`config.mk`:
```
export PLATFORM = sky130hd
export DESIGN_NAME = min_key_arbiter
export DESIGN_NICKNAME = d
export VERILOG_FILES = /design/src/rtl/min_key_arb_pkg.sv /design/src/rtl/min_key_arbiter_select.sv /design/src/rtl/min_key_arbiter.sv
export SDC_FILE = /design/constraint.sdc
export NUM_CORES = 1
export LEC_CHECK = 0
export CORE_MARGIN = 2
export CORE_UTILIZATION = 45
export CTS_BUF_LIST = sky130_fd_sc_hd__clkbuf_8
export DETAILED_ROUTE_END_ITERATION = 12
export PLACE_DENSITY = 0.82
export SYNTH_ARGS = -nofsm -noshare
export SYNTH_HDL_FRONTEND = slang
export SYNTH_SLANG_ARGS = --single-unit
```
`constraint.sdc`:
```
create_clock -name clk -period 2.3 [get_ports clk]
set_clock_uncertainty 0.1 [all_clocks]
set_input_delay 0.46 -clock clk [delete_from_list [all_inputs] [get_ports clk]]
set_output_delay 0.46 -clock clk [all_outputs]
set_load 0.005 [all_outputs]
```
`src/rtl/min_key_arb_pkg.sv`:
```
// Shared definitions for the minimum-key arbiter.
//   NUM_REQ / IDX_W : requester count and index width
//   arb_state_t     : arbiter FSM states
//   onehot4()       : binary index -> one-hot grant vector
package min_key_arb_pkg;

    localparam int NUM_REQ = 4;
    localparam int IDX_W   = 2;

    typedef enum logic {
        IDLE  = 1'b0,
        GRANT = 1'b1
    } arb_state_t;

    function automatic logic [NUM_REQ-1:0] onehot4(input logic [IDX_W-1:0] idx);
        return NUM_REQ'(1) << idx;
    endfunction

endpackage

```
`src/rtl/min_key_arbiter_select.sv`:
```
// Combinational minimum-key search over the valid entries.
//   keys      : packed keys, entry i in keys[i]
//   valid     : per-entry valid mask; invalid entries never win
//   idx       : index of the smallest valid key, lowest index on ties
//   any_valid : at least one entry is valid
module min_key_select
    import min_key_arb_pkg::*;
#(
    parameter int KEY_W = 32
) (
    input  logic [NUM_REQ-1:0][KEY_W-1:0] keys,
    input  logic [NUM_REQ-1:0]            valid,
    output logic [IDX_W-1:0]              idx,
    output logic                          any_valid
);

    logic [KEY_W-1:0] best;
    logic             found;

    // Upward scan; strict less-than means an equal key never displaces
    // an earlier (lower-index) candidate.
    always_comb begin
        idx   = '0;
        best  = '0;
        found = 1'b0;
        for (int i = 0; i < NUM_REQ; i++) begin
            if (valid[i] && (!found || keys[i] < best)) begin
                found = 1'b1;
                best  = keys[i];
                idx   = IDX_W'(i);
            end
        end
    end

    assign any_valid = found;

endmodule

```
`src/rtl/min_key_arbiter.sv`:
```
// Minimum-key arbiter: grants one of four requesters the shared resource,
// smallest key wins, lowest index on ties. Grant is held until done, the
// winner drops its request, or HOLD_MAX cycles elapse (timeout pulse).
// Optional starvation aging: define MIN_KEY_ARB_AGING_EN.
//   clk, rst_n        : clock, async active-low reset
//   req[3:0]          : level requests
//   key0..key3        : unsigned keys, sampled only when arbitrating
//   done              : holder finished (used only while granting)
//   gnt, gnt_vld      : registered one-hot grant and its valid
//   gnt_idx           : index of current / last winner
//   timeout           : one-cycle pulse on forced release
module min_key_arbiter
    import min_key_arb_pkg::*;
#(
    parameter int KEY_W    = 32,
    parameter int HOLD_MAX = 64,
    parameter int AGE_W    = 8
) (
    input  logic                 clk,
    input  logic                 rst_n,
    input  logic [NUM_REQ-1:0]   req,
    input  logic [KEY_W-1:0]     key0,
    input  logic [KEY_W-1:0]     key1,
    input  logic [KEY_W-1:0]     key2,
    input  logic [KEY_W-1:0]     key3,
    input  logic                 done,
    output logic [NUM_REQ-1:0]   gnt,
    output logic                 gnt_vld,
    output logic [IDX_W-1:0]     gnt_idx,
    output logic                 timeout
);

    localparam int HC_W = $clog2(HOLD_MAX + 1);

    if (HOLD_MAX < 1 || AGE_W < 1) begin : g_bad_param
        $error("min_key_arbiter: HOLD_MAX and AGE_W must be >= 1");
    end

    arb_state_t                   state, state_nxt;
    logic [NUM_REQ-1:0]           gnt_nxt;
    logic [IDX_W-1:0]             idx_nxt;
    logic                         timeout_nxt;
    logic [HC_W-1:0]              hcnt, hcnt_nxt;
    logic [NUM_REQ-1:0][KEY_W-1:0] raw_key, eff_key;
    logic [IDX_W-1:0]             win_idx;
    logic                         any_req;

    assign raw_key = {key3, key2, key1, key0};

`ifdef MIN_KEY_ARB_AGING_EN
    logic [NUM_REQ-1:0][AGE_W-1:0] age;

    always_ff @(posedge clk or negedge rst_n) begin
        if (!rst_n) begin
            age <= '0;
        end else begin
            for (int i = 0; i < NUM_REQ; i++) begin
                if (!req[i] || gnt[i])
                    age[i] <= '0;
                else if (age[i] != {AGE_W{1'b1}})
                    age[i] <= age[i] + AGE_W'(1);
            end
        end
    end

    // key - age, clamped at zero
    always_comb begin
        for (int i = 0; i < NUM_REQ; i++) begin
            eff_key[i] = (raw_key[i] > KEY_W'(age[i])) ? raw_key[i] - KEY_W'(age[i]) : '0;
        end
    end
`else
    assign eff_key = raw_key;
`endif

    min_key_select #(.KEY_W(KEY_W)) u_select (
        .keys      (eff_key),
        .valid     (req),
        .idx       (win_idx),
        .any_valid (any_req)
    );

    always_comb begin
        state_nxt   = state;
        gnt_nxt     = gnt;
        idx_nxt     = gnt_idx;
        hcnt_nxt    = hcnt;
        timeout_nxt = 1'b0;
        case (state)
            IDLE: begin
                if (any_req) begin
                    state_nxt = GRANT;
                    gnt_nxt   = onehot4(win_idx);
                    idx_nxt   = win_idx;
                    hcnt_nxt  = '0;
                end
            end
            GRANT: begin
                // done outranks abort, which outranks timeout
                if (done || !req[gnt_idx]) begin
                    state_nxt = IDLE;
                    gnt_nxt   = '0;
                end else if (hcnt == HC_W'(HOLD_MAX - 1)) begin
                    state_nxt   = IDLE;
                    gnt_nxt     = '0;
                    timeout_nxt = 1'b1;
                end else begin
                    hcnt_nxt = hcnt + HC_W'(1);
                end
            end
            default: begin
                state_nxt = IDLE;
                gnt_nxt   = '0;
            end
        endcase
    end

    always_ff @(posedge clk or negedge rst_n) begin
        if (!rst_n) begin
            state   <= IDLE;
            gnt     <= '0;
            gnt_idx <= '0;
            hcnt    <= '0;
            timeout <= 1'b0;
        end else begin
            state   <= state_nxt;
            gnt     <= gnt_nxt;
            gnt_idx <= idx_nxt;
            hcnt    <= hcnt_nxt;
            timeout <= timeout_nxt;
        end
    end

    assign gnt_vld = |gnt;

endmodule

```
==> run summary, run 1 <==
post-CTS sizing: 178
first error: [ERROR DPL-0033] detailed placement checks failed during check placement.
Placement Cell Area: 6340 um^2
Placer Congestion: 0.965
hold-fix buffers at CTS: 0
Cells after Synth: 503
Post-DP HPWL: 12700 um
sequential fraction of the synthesis area: 10.2%
largest area contributor in the netlist: ha_1
most area-consuming cells after synthesis: ha_1 32%, dfrtp_1 10%, a21o_1 9.0%
Starting Density: 47.1%
number of setup buffers added after CTS: 79
Root Driver: clkbuf_8
synthesized area: 3680 um^2
count leader, synth: ha_1
Die Y: 94.4 um
Clock Path Buffers: 2
port bufs: 142
CTS H-tree lvls: 1
Yosys reg bits: 15
I/O pin total: 143
Syn Area/Cell: 7.32 um^2
Die X: 94.4 um
status: did not finish
failing step: clock tree synthesis (4_1_cts)
Yosys cell types: 53
predominant post-synthesis flop cell: dfrtp_1
syn nets: 732
EDFF count, synth: 0
top cells by count, synth: 94 x ha_1, 84 x nor2_1, 62 x a21oi_1
ys async rst share: 100%
CTS sink count: 15
total CTS buffers: 3
FP Rows: 32
share of the synthesized area in the top cell type: 32.0%
yosys warns: 0
## stage by stage
stage	instances	utilization, %	worst slack (ps)
detailed placement	857	81.2	-4780
floorplan	503	-	-3570
global placement	857	81.2	-4580
## kinds of logic after synthesis
kind of cell | Yosys count | share of synthesized area, %
AO/OA/AOI/OAI | 167 | 29.7
XOR/XNOR | 3 | 0.714
AND/OR/NAND/NOR | 201 | 24.2
flip-flops | 15 | 10.2
adder cells (fa/ha/maj) | 94 | 32.0
buffers and inverters | 22 | 2.96
multiplexers | 1 | 0.272
==> run 2: changes to the inputs <==
CORE_UTILIZATION = 30   (was 45)
CTS_BUF_LIST = default   (was sky130_fd_sc_hd__clkbuf_8)
PLACE_DENSITY = default   (was 0.82)
PLACE_DENSITY_LB_ADDON = 0.15   (was default)
==> run summary, run 2 <==
Placement Cell Area: 6390 um^2 (+0.85%)
# diodes: 0
total grt overflow: 0
min cycle time layout: 6300 ps
CTS H-tree lvls: 1 (unchanged)
yosys warns: 0 (unchanged)
Routed Antenna Nets: 0
fin util: 68.2%
P&R area growth vs syn: 122%
P per Cell Area: 390 nW/um^2
internal power: 1.91 mW
top cells by count, synth: 94 x ha_1, 84 x nor2_1, 62 x a21oi_1
r2r setup slk: 310 ps
critical path required time: 2350 ps
most frequent cells in the layout: 188 x buf_4, 85 x clkdlybuf4s50_1, 61 x nor2_1, 56 x ha_1
Cells after Synth: 503 (unchanged)
Yosys reg bits: 15 (unchanged)
I/O pin total: 143 (unchanged)
first-pass detailed-route iteration total: 5
sequential group share of total power: 12.4%
Post-DP HPWL: 12200 um (-3.3%)
Die X: 115 um (+22%)
Buf+Inv Stages, Crit Path: 6
switching share of power: 40.1%
failing checks: negative setup slack
Clock Power Share: 10.6%
vias: 5255
Placer Congestion: 0.928 (-3.9%)
antenna violations before repair: 0
initial DRC count: 284
share of the synthesized area in the top cell type: 32.0% (unchanged)
leakage: 4.03 nW
RSZ-0062 raised after global routing: yes
syn nets: 732 (unchanged)
Final #Nets: 1071
sequential fraction of the synthesis area: 10.2% (unchanged)
CTS sink count: 15 (unchanged)
Root Driver: clkbuf_16
Startpoint Class: input port
final hold vios: 0
Worst-Margin Slew: 672 ps
vias in the first global route: 5126
Filler cells: 873
clock-pin slew on the worst setup and hold paths: 50 ps
core area: 12000 um^2
Die ar.: 13200 um^2
final cell count without fillers: 988
Slew Limit Fails: 0
Syn Area/Cell: 7.32 um^2 (unchanged)
Die Y: 115 um (+22%)
post-detailed-route DRC marker count: 0
crit share post-route: 274%
synthesized area: 3680 um^2 (unchanged)
DR WL/cell: 18.0 um
CP Max Fanout: 8
final WL: 17800 um
all-layer global routing usage: 23.3%
share of cells above drive strength 1: 45.3%
Crit Path Class: input port to flop
Gate power share: 77.1%
Via density: 5.32
Post-Place Worst Slack: -4620 ps (+154 ps)
CP Data Arrival Time: 6350 ps
Top Family by Delay on Critical Path: compound AO/OA/AOI/OAI gates
port bufs: 142 (unchanged)
CTS tree: built
commonest non-fill, non-tap cell in the layout: buf_4
status: finished, violations left
Clock Path Buffers: 2 (unchanged)
EDFF count, synth: 0 (unchanged)
hold-fix buffers at CTS: 0 (unchanged)
worst vdd ir: 0.000622 V
placed cells: 905 (+5.6%)
min-delay worst type: flop to flop
Max-slew headroom: 55.1%
Slowest-stage cell, CP: a2111oi_2
FP Rows: 40 (+25%)
first-pass GRT wire length: 25000 um
CP max stage delay: 420 ps
Max-cap violations: 0
largest reg by FF count: hcnt
count leader, synth: ha_1
largest registers: hcnt x7, gnt x4, gnt_idx x2
ys async rst share: 100% (unchanged)
predominant post-synthesis flop cell: dfrtp_1
largest area contributor in the netlist: ha_1
number of flip-flops in the largest register: 7
Yosys cell types: 53 (unchanged)
Final Worst Setup Slack: -4000 ps
most area-consuming cells after synthesis: ha_1 32%, dfrtp_1 10%, a21o_1 9.0%
setup violators final: 6
Starting Density: 30.6% (-17 points)
fin area: 8190 um^2
total CTS buffers: 3 (unchanged)
Crit. End Element: flop
largest net degree at the start of global routing: 21
clk_lat worst skew: 240 ps
setup TNS: -23670 ps
switching power total: 1.28 mW
FMAX: 159 MHz
## run 2: cell counts after synthesis
No cell type changed its count.
## run 2: logic make-up after synthesis
group	count (synthesis)	share of synthesized area (%)
AO/OA/AOI/OAI	167	29.7
XOR/XNOR	3	0.714
adder cells (fa/ha/maj)	94	32.0
buffers and inverters	22	2.96
flip-flops	15	10.2
multiplexers	1	0.272
AND/OR/NAND/NOR	201	24.2
## run 2: area by class of cell
type | instances | area, um^2 | area share (%)
Multi-Input combinational cell | 466 | 4200 | 51.3
Clock buffer | 4 | 78.8 | 0.963
Sequential cell | 15 | 375 | 4.58
Timing Repair Buffer | 353 | 3340 | 40.8
Inverter | 3 | 11.3 | 0.138
Tap cell | 147 | 184 | 2.25
## run 2: final timing paths
check / end / startpoint / depth (start not counted)
max in group asynchronous: hcnt[5]$_DFFE_PN0P_ / rst_n / 1
min in group asynchronous: state$_DFF_PN0_ / rst_n / 1
worst min-delay path: timeout$_DFF_PN0_ / hcnt[6]$_DFFE_PN0P_ / 1
worst max-delay path: gnt[0]$_DFFE_PN0P_ / key1[1] / 30
worst min register to register: timeout$_DFF_PN0_ / hcnt[6]$_DFFE_PN0P_ / 1
worst max register to register: hcnt[2]$_DFFE_PN0P_ / hcnt[0]$_DFFE_PN0P_ / 9
## run 2: repair_timing
action	in CTS	in global routing
gates resized for setup	112	152
cloned	2	5
endpoints found under the setup margin	7	8
buffers inserted	49	27
pin swaps	37	72
## run 2: power groups by stage
stage	logic (mW)	registers, mW	clock network [mW]
after detailed placement	1.91	0.391	0
final	2.46	0.395	0.337
after global routing	2.67	0.406	0.350
after global placement	1.87	0.387	0
after CTS	2.18	0.389	0.341
after floorplan	1.01	0.379	0
## run 2: routing by layer
metal / part of all wire [%] / global-route usage [%] / vias to the layer above / wire length [um]
li1: - / - / 2576 / -
met1: 45 / 32.4 / 2483 / 7970
met2: 49 / 40.7 / 162 / 8740
met3: 4.0 / 1.27 / 34 / 708
met4: 2.2 / 4.02 / 0 / 385
met5: 0 / 0 / - / 0
## run 2: per-stage QoR
stage	hold WS, ps	power (mW)
6_report	358	3.19
3_3_place_gp	347	2.25
3_5_place_dp	344	2.30
4_1_cts	357	2.91
5_1_grt	369	3.42
2_1_floorplan	64.4	1.39
(Power assumes the default switching activity.)
